## src/rtl/demux_route.sv

```systemverilog
// -----------------------------------------------------------------------------
// demux_route
//   Registered 1-to-4 stream demultiplexer with valid/ready handshakes.
//   Each accepted input word is steered into the holding register of the
//   channel selected by in_sel. It stays there until that channel's consumer
//   takes it. Backpressure is per destination, so a stalled channel only
//   blocks words addressed to it. A wrapping counter of accepted input words
//   is provided for debug and scoreboarding.
//
// Ports
//   clk        in   1          rising-edge clock
//   rst_n      in   1          asynchronous active-low reset
//   in_data    in   WIDTH      input word
//   in_sel     in   2          destination channel for in_data (0..3)
//   in_valid   in   1          input word present
//   in_ready   out  1          word for in_sel can be accepted this cycle
//   out_data   out  4*WIDTH    channel i occupies bits [i*WIDTH +: WIDTH]
//   out_valid  out  4          per-channel word present
//   out_ready  in   4          per-channel consumer accepts
//   xfer_cnt   out  CNT_W      number of accepted input words, wrapping
// -----------------------------------------------------------------------------
module demux_route #(
    parameter int WIDTH = 4,
    parameter int CNT_W = 8
) (
    input  logic                 clk,
    input  logic                 rst_n,
    input  logic [WIDTH-1:0]     in_data,
    input  logic [1:0]           in_sel,
    input  logic                 in_valid,
    output logic                 in_ready,
    output logic [4*WIDTH-1:0]   out_data,
    output logic [3:0]           out_valid,
    input  logic [3:0]           out_ready,
    output logic [CNT_W-1:0]     xfer_cnt
);

    localparam int NCH = 4;

    // Per-channel holding registers.
    logic [WIDTH-1:0] r_data [NCH];
    logic [NCH-1:0]   r_valid;
    logic [CNT_W-1:0] r_cnt;

    logic             w_accept;
    logic [NCH-1:0]   w_load;
    logic [NCH-1:0]   w_drain;

    // Ready looks only at the addressed channel: free now, or being emptied
    // by its consumer on this same edge. It never depends on in_valid.
    assign in_ready = ~r_valid[in_sel] | out_ready[in_sel];
    assign w_accept = in_valid & in_ready;
    assign w_drain  = r_valid & out_ready;

    // NOTE: every signal written in a combinational block gets a default
    // first, so no path through the block can leave it unassigned and infer
    // a latch.
    always_comb begin
        w_load = '0;
        if (w_accept) begin
            w_load[in_sel] = 1'b1;
        end
    end

    // NOTE: the data registers are reset as well as the valid bits because
    // out_data must read zero while rst_n is low, and a reset mid-transfer
    // must discard held words at once.
    always_ff @(posedge clk or negedge rst_n) begin
        if (!rst_n) begin
            for (int i = 0; i < NCH; i++) begin
                r_data[i] <= '0;
            end
            r_valid <= '0;
        end else begin
            for (int i = 0; i < NCH; i++) begin
                // NOTE: non-blocking assignments for all state so every
                // register samples pre-edge values regardless of order.
                if (w_load[i]) begin
                    // A load wins over a simultaneous drain: the new word
                    // replaces the one leaving and the channel stays full.
                    r_data[i]  <= in_data;
                    r_valid[i] <= 1'b1;
                end else if (w_drain[i]) begin
                    // Data is kept after a drain; only the valid bit drops.
                    r_valid[i] <= 1'b0;
                end
            end
        end
    end

    // Accepted-word counter, wraps silently.
    always_ff @(posedge clk or negedge rst_n) begin
        if (!rst_n) begin
            r_cnt <= '0;
        end else if (w_accept) begin
            r_cnt <= r_cnt + 1'b1;
        end
    end

    always_comb begin
        out_data = '0;
        for (int i = 0; i < NCH; i++) begin
            out_data[i*WIDTH +: WIDTH] = r_data[i];
        end
    end

    assign out_valid = r_valid;
    assign xfer_cnt  = r_cnt;

endmodule

```

## config.mk

```make
export PLATFORM = sky130hd
export DESIGN_NAME = demux_route
export DESIGN_NICKNAME = d
export VERILOG_FILES = /design/src/rtl/demux_route.sv
export SDC_FILE = /design/constraint.sdc
export NUM_CORES = 1
export LEC_CHECK = 0
export BUFFER_PORTS_ARGS = -buffer_cell sky130_fd_sc_hd__buf_2
export CORE_UTILIZATION = 52
export CTS_CLUSTER_DIAMETER = 120
export DETAILED_ROUTE_END_ITERATION = 8
export GPL_TIMING_DRIVEN = 0
export HOLD_SLACK_MARGIN = 0.03
export PLACE_DENSITY_LB_ADDON = 0.05
export SYNTH_ARGS = -nofsm -noshare
export SYNTH_HDL_FRONTEND = slang
export SYNTH_SLANG_ARGS = --single-unit
```

## constraint.sdc

```tcl
create_clock -name clk -period 3 [get_ports clk]
set_input_delay 0.6 -clock clk [delete_from_list [all_inputs] [get_ports clk]]
set_output_delay 0.6 -clock clk [all_outputs]
set_load 0.03 [all_outputs]
```

; ---- Word-level counts from Yosys, hierarchy flattened
; Index checks and enable logic that the tools add are counted.
[op_classes]
order_cmp = 2
muxes = 15
n_addsub = 1
n_bitwise = 4
n_reduce_logical = 5
[op_table]
columns = operator, n
row1 = 1-bit two-way mux, 11
row2 = 8-bit by 1-bit adder with 8-bit output (second input constant), 1
row3 = 2-bit nonzero test, 4
row4 = 4-bit AND, 1
row5 = 1-bit binary-select mux with 2-bit select, 2
row6 = 4-bit two-way mux, 1
row7 = 2-bit by 3-bit less-than comparator with 1-bit output (second input constant), 1
row8 = 1-bit demux with 2-bit select, 1
row9 = 2-bit by 1-bit greater-or-equal comparator with 1-bit output (second input constant), 1
row10 = 1-bit AND, 1
row11 = 1-bit logical AND, 1
row12 = 1-bit NOT, 1
row13 = 1-bit bitwise OR, 1
[word_totals]
in_bits = 13
reg_bits = 28

; ---- Depth between registers and ports, before layout
; Gate-level depths: netlist (run 1).
[logic_depth]
word_depth = 7
depth_mapped = 5

; ---- Worst setup path before layout (run 1)
; OpenSTA, ideal clock, no wires.
[synth_path]
path_kind = input to output
startpoint = input out_ready[2]
endpoint = output in_ready
t_arrival_ns = 1.353
path_slack_ns = 1.047
stages = 2
cell_sequence = nand2b_1 > mux4_2
[synth_between]
elab_chain_cells = 3
[synth_lines]
columns = element, line
row1 = start: declaration, 34  ; input logic [3:0] out_ready,
row2 = 1-bit binary-select mux with 2-bit select, 51  ; assign in_ready = ~r_valid[in_sel] | out_ready[in_sel];
row3 = 1-bit two-way mux (not written as such), 51
row4 = 1-bit bitwise OR, 51
row5 = end: declaration, 31  ; output logic in_ready,
; Every way passes these cells. The select of a mux whose other input is x is not followed.

; ---- Final worst setup path (run 1)
; Same ends and word-level chain as after synthesis.

==> metrics, run 1 <==
DRT antenna net count 0; DRC viols 0; share of post-route cells with drive strength above 1 about half; Die Wd 49.8 um; FFs w/ async S/R, synth 100%; Pint 683 uW; Stages on worst setup path 4; synth-to-layout area growth 21.6%; number of port buffers 40; core area 0.00206 mm2; post-DP HPWL 1.66 mm; Total Negative Setup Slacks 0 ns; GRT Residual Overflow 0; TritonCTS clock tree built; crit-path cells buf_2 > nand2b_1 > mux4_2 > buf_2; CTS clock-pin slew for the worst setup and hold paths 0.14 ns; Crit. End Element output port; die height 49.8 um; ant diodes 0; CTS resizes 0; run status complete, no violations; Synthesized Nets 103; top cells by area, synth dfrtp_1, mux2_2, xnor2_1; Yosys cell types 21; Clock Tree Buf Depth 2; GPL Wtd Cong 0.771; FF-to-FF path depth 4; DRC marker count from the first detailed-route iteration 5; crit path launch type primary input; final WL ~2.2 mm; clk sinks 28; GRT Resource Usage Total around 20%; Final Hold Vio Count 0; CP required about 2.4 ns; peak fanout along the critical path 8; total CTS buffers 3; Gate Count Post-Synth 89; main flop type after synthesis dfrtp_1; hold buffer count at CTS 0; minimum clock period around 2.2 ns; antenna violations before repair 0; Syn Area/Cell 13.4 um2; largest net degree at the start of global routing 29; fmax 0.445 GHz; Worst Hold Class in -> async; maximum vdd ir drop 0.444 mV; CP max stage delay 0.57 ns; CP most frequent cell buf_2; number of synthesized flops with an enable pin 0; Area after DPL 0.00142 mm2; relative slew slack 60.6%; worst slack, placed 0.749 ns; Ys Warns 0; Reg power frac 47.6%; Final Cycle Share 74.9%; Worst Setup Slack, final about 0.75 ns; via count 817; Post-CTS Setup Bufs 0; clock share of power 12.6%; via-per-instance ratio 5.14; Design Power 1.15 mW; setup violators final 0; IO Pins 42; htree depth 1; cell area after layout between 0.001 and 0.0015 mm2; num rows 16; post-route clock skew 0.00335 ns; Seq cells post-synth 28; Max Slew Vio Count 0; Top delay family on crit path multiplexers; Layout fillers 155; post-synth top area cell dfrtp_1; RSZ-0062 raised after global routing false; Slew @ Worst Pin 0.591 ns; Post-synth top cells dfrtp_1, mux2_2, nand2_1; final net count 148; sequential share of the synthesized area about three fifths; WL per Instance 13.9 um; first-pass GRT wire length 3.75 mm; Initial Utilization 57.6%; TritonRoute pass-1 iters 4; worst-skew pair later-pin latency 0.31 ns; top-count cell post-synth dfrtp_1; die area 0.00248 mm2; slowest CP cell mux4_2; Max Cap Viol 0; CTS Root Cell clkbuf_4; crit path DAT 1.65 ns; top cell type's share of synthesized area 58.9%; kind of critical path in -> out; vias in the first global route 846; Static Leakage ~0.71 nW; Switching Fraction 40.7%; pwr dens 798 mW/mm2; crit path buf inv count 2; Psw 470 uW; Synth Cell Area 0.00119 mm2; Combinational Power Share about two fifths
-- power by group through the flow --
stage,logic [mW],registers (mW),clock network [mW]
floorplan,0.138,0.733,0
global placement,0.451,0.551,0
detailed placement,0.463,0.556,0
CTS,0.465,0.548,0.152
global route,0.488,0.562,0.167
finish,0.459,0.548,0.146
-- per-layer routing --
metal	GRT usage (%)	vias up	share of wire, %
met4	7.14	0	0
met2	34.9	23	52
met5	0	-	0
li1	-	396	-
met3	3.40	0	4.8
met1	26.1	398	43
-- final timing paths --
path                         startpoint           end  slack [ns]
setup / recovery           out_ready[2]      in_ready        0.75
hold / removal                    rst_n  out_valid[2]        0.27
setup reg to reg           out_valid[3]   xfer_cnt[1]        1.43
hold reg to reg             xfer_cnt[7]   xfer_cnt[7]        0.48
max in group asynchronous         rst_n   out_data[0]        2.35
min in group clk            xfer_cnt[7]   xfer_cnt[7]        0.48
-- state kept, by name (all words and copies together) (netlist names) --
| register | count |
|---|---|
| xfer_cnt | 8 |
| out_valid | 4 |
| out_data | 16 |
-- layout by cell type (no fill, tap or decap) --
| cell type | instances |
|---|---|
| nor2_1 | 5 |
| buf_2 | 41 |
| nand2b_1 | 1 |
| inv_1 | 1 |
| nand2b_4 | 3 |
| nand2_1 | 10 |
| nand2_2 | 1 |
| dfrtp_1 | 28 |
| xnor2_1 | 7 |
| mux2_2 | 16 |
| o21ai_0 | 1 |
| ha_1 | 1 |
| and4b_1 | 1 |
| and3_1 | 1 |
| nand3_1 | 4 |
| nor2b_1 | 1 |
| clkbuf_4 | 3 |
| clkbuf_1 | 1 |
| nand4_1 | 3 |
| mux2_4 | 1 |
| nor3b_1 | 1 |
| mux4_2 | 1 |
-- through the flow --
stage,std cells,util (%),hold slack (ns)
2_1_floorplan,89,-,0.304
3_3_place_gp,156,69.0,0.455
3_5_place_dp,156,69.0,0.461
4_1_cts,159,70.1,0.286
5_1_grt,159,70.1,0.299
6_report,159,70.1,0.269
-- cell families (layout without fill, tap and decap cells) --
kind of cell | Yosys count | after routing | share of synthesized area, %
adder cells (fa/ha/maj) | 1 | 1 | 1.05
flip-flops | 28 | 28 | 58.9
buffers and inverters | 3 | 46 | 1.05
XOR/XNOR | 7 | 7 | 5.16
AO/OA/AOI/OAI | 1 | 1 | 0.421
AND/OR/NAND/NOR | 31 | 31 | 15.1
multiplexers | 18 | 18 | 18.3
-- area by class of cell --
type,count,area (um2),area share [%]
Inverter,1,3.75,0.260
Sequential cell,28,701,48.5
Multi-Input combinational cell,58,475,32.9
Buffer,2,8.76,0.606
Clock buffer,3,22.5,1.56
Timing Repair Buffer,40,200,13.9
Tap cell,27,33.8,2.34
Power figures use the tool's default switching activity.
==> run 2: changes to the inputs <==
--- a/config.mk
+++ b/config.mk
@@ -5,8 +5,9 @@
 export SDC_FILE = /design/constraint.sdc
 export NUM_CORES = 1
 export LEC_CHECK = 0
+export ABC_AREA = 1
 export BUFFER_PORTS_ARGS = -buffer_cell sky130_fd_sc_hd__buf_2
-export CORE_UTILIZATION = 52
+export CORE_UTILIZATION = 50
 export CTS_CLUSTER_DIAMETER = 120
 export DETAILED_ROUTE_END_ITERATION = 8
 export GPL_TIMING_DRIVEN = 0
==> constraint.sdc (replaced) <==
create_clock -name clk -period 2.16 [get_ports clk]
set_input_delay 0.432 -clock clk [delete_from_list [all_inputs] [get_ports clk]]
set_output_delay 0.432 -clock clk [all_outputs]
set_load 0.03 [all_outputs]
==> metrics, run 2 <==
run status complete, no violations; via count 1271; RSZ-0062 raised after global routing false; antenna violations before repair 0; kind of critical path reg -> out; Seq cells post-synth 28; most common cell after layout, fill and taps aside nand2_1; Area after DPL 0.00164 mm2; die area around 0.0030 mm2; num rows 18; total CTS buffers 3; DRT antenna net count 0; Max Cap Viol 0; top cell type's share of synthesized area 49.6%; IO Pins 42; relative slew slack around three fifths; Max Slew Vio Count 0; worst slack, placed 0.293 ns; final WL 3.20 mm; Post-CTS Setup Bufs 0; top-count cell post-synth nand2_1; worst-skew pair later-pin latency 0.32 ns; maximum vdd ir drop 0.657 mV; CP max stage delay 0.43 ns; post-DP HPWL 2.36 mm; clk sinks 28; WL per Instance 13.3 um; hold buffer count at CTS 0; Final Util between 60 and 70%; synth-to-layout area growth 19.1%; max FFs per register 16; post-synth top area cell dfrtp_1; Synthesized Nets 181; Final Cycle Share 92.9%; GRT Resource Usage Total 23.2%; crit-path cells nand2_1 > nand2_1 > nand2_1 > nand2_1 > nand2_8 > buf_6 > buf_2; post-route clock skew 0.00151 ns; Initial Utilization 55.0%; fmax 0.498 GHz; Yosys cell types 23; Crit. End Element output port; die height 55.1 um; Sequential cell area 701 um2; number of port buffers 39; Post-synth top cells nand2_1, dfrtp_1, nand4_1; Ys Warns 0; cell area after layout 0.00168 mm2; Final Hold Vio Count 0; first-pass GRT wire length 4.88 mm; Syn Area/Cell 8.45 um2; FFs w/ async S/R, synth 100%; top cells by area, synth dfrtp_1, nand2_1, nand4_1; TritonCTS clock tree built; Layout fillers approximately 240; slowest CP cell dfrtp_1; TritonRoute pass-1 iters 4; DRC viols 0; Post-Layout Cell Count between 200 and 250; Gate Count Post-Synth 167; htree depth 1; Worst Setup Slack, final 0.154 ns; Die Wd 55.1 um; placed cells between 200 and 250; CTS clock-pin slew for the worst setup and hold paths 0.15 ns; sequential share of the synthesized area 49.6%; core area 0.00257 mm2; Static Leakage between 0.9 and 1 nW; GRT Residual Overflow 0; Clock Tree Buf Depth 2; number of synthesized flops with an enable pin 0; setup violators final 0; CP required ~1.7 ns; most frequent cells in the layout nand2_1, buf_2, dfrtp_1, nand4_1, inv_1; Design Power 1.62 mW; CTS resizes 0; CTS Root Cell clkbuf_4; hold_ws around 0.096 ns; peak fanout along the critical path 10; Synth Cell Area 0.00141 mm2; Top delay family on crit path simple AND/OR/NAND/NOR gates; via-per-instance ratio 5.30; pwr dens between 900 and 1000 mW/mm2; GPL Wtd Cong 0.749; crit path buf inv count 2; main flop type after synthesis dfrtp_1; crit path DAT 1.57 ns; Total Negative Setup Slacks 0 ns; ant diodes 0; minimum clock period 2.01 ns; Slew @ Worst Pin ~0.62 ns; CP most frequent cell nand2_1; final net count ~230; largest net degree at the start of global routing 29; vias in the first global route 1096; crit path launch type flip-flop; Worst Hold Class in -> async; share of post-route cells with drive strength above 1 28.1%; multi-input logic area 619 um2; DRC marker count from the first detailed-route iteration 37
## run 2: changes by cell type in the layout (fill, tap and decap cells not counted), sizes merged, moves of 4 or more
cell,delta
inv,+12
mux2,-17
nand2,+58
nand2b,-4
nand3,+10
nand4,+14
o21ai,+6
xnor2,-5
## run 2: final cells by class
class	count	share of cell area, %
multi-input combinational	120	36.9
timing repair buffer	39	11.6
buffer	6	2.53
clock buffer	4	2.16
tap	30	2.23
inverter	13	2.90
sequential	28	41.7
## run 2: report_power, final
part	switching (mW)	internal, mW	total [mW]
clock	0.156	0.103	0.259
sequential	0.0951	0.635	0.730
combinational	0.444	0.190	0.635
## run 2: worst register-to-register path: stages, from the launching register on
cell	delay, ns
dfrtp_1	0.43
nand2_1	0.08
nand2_1	0.05
nand2_1	0.05
nand2_1	0.13
nand2_8	0.16
nand3_2	0.15
nand2_1	0.11
nand2_1	0.05
## run 2: worst paths after layout
check,from,endpoint,slack [ns],depth (start not counted)
max in group asynchronous,rst_n,out_data[0],1.66,1
worst max register to register,out_valid[3],out_data[12],0.86,8
worst max-delay path,out_valid[3],in_ready,0.15,7
min in group clk,out_ready[0],out_valid[0],0.28,2
worst min-delay path,rst_n,xfer_cnt[5],0.1,1
worst min register to register,out_data[2],out_data[2],0.48,2
## run 2: cells by family (layout without fill, tap and decap cells)
group | count (synthesis) | after routing | share of synthesized area [%]
compound gates | 7 | 7 | 2.48
fa+ha+maj | 1 | 1 | 0.886
simple gates | 108 | 108 | 38.0
flops | 28 | 28 | 49.6
xor+xnor | 4 | 4 | 2.48
buf+inv | 19 | 62 | 6.47
## run 2: metal layers
| metal | track usage (%) | vias up | share of wire (%) |
|---|---|---|---|
| met2 | 36.9 | 44 | 48 |
| met3 | 2.46 | 0 | 5.1 |
| li1 | - | 632 | - |
| met1 | 33.0 | 595 | 47 |
| met4 | 7.50 | 0 | 0 |
| met5 | 0 | - | 0 |
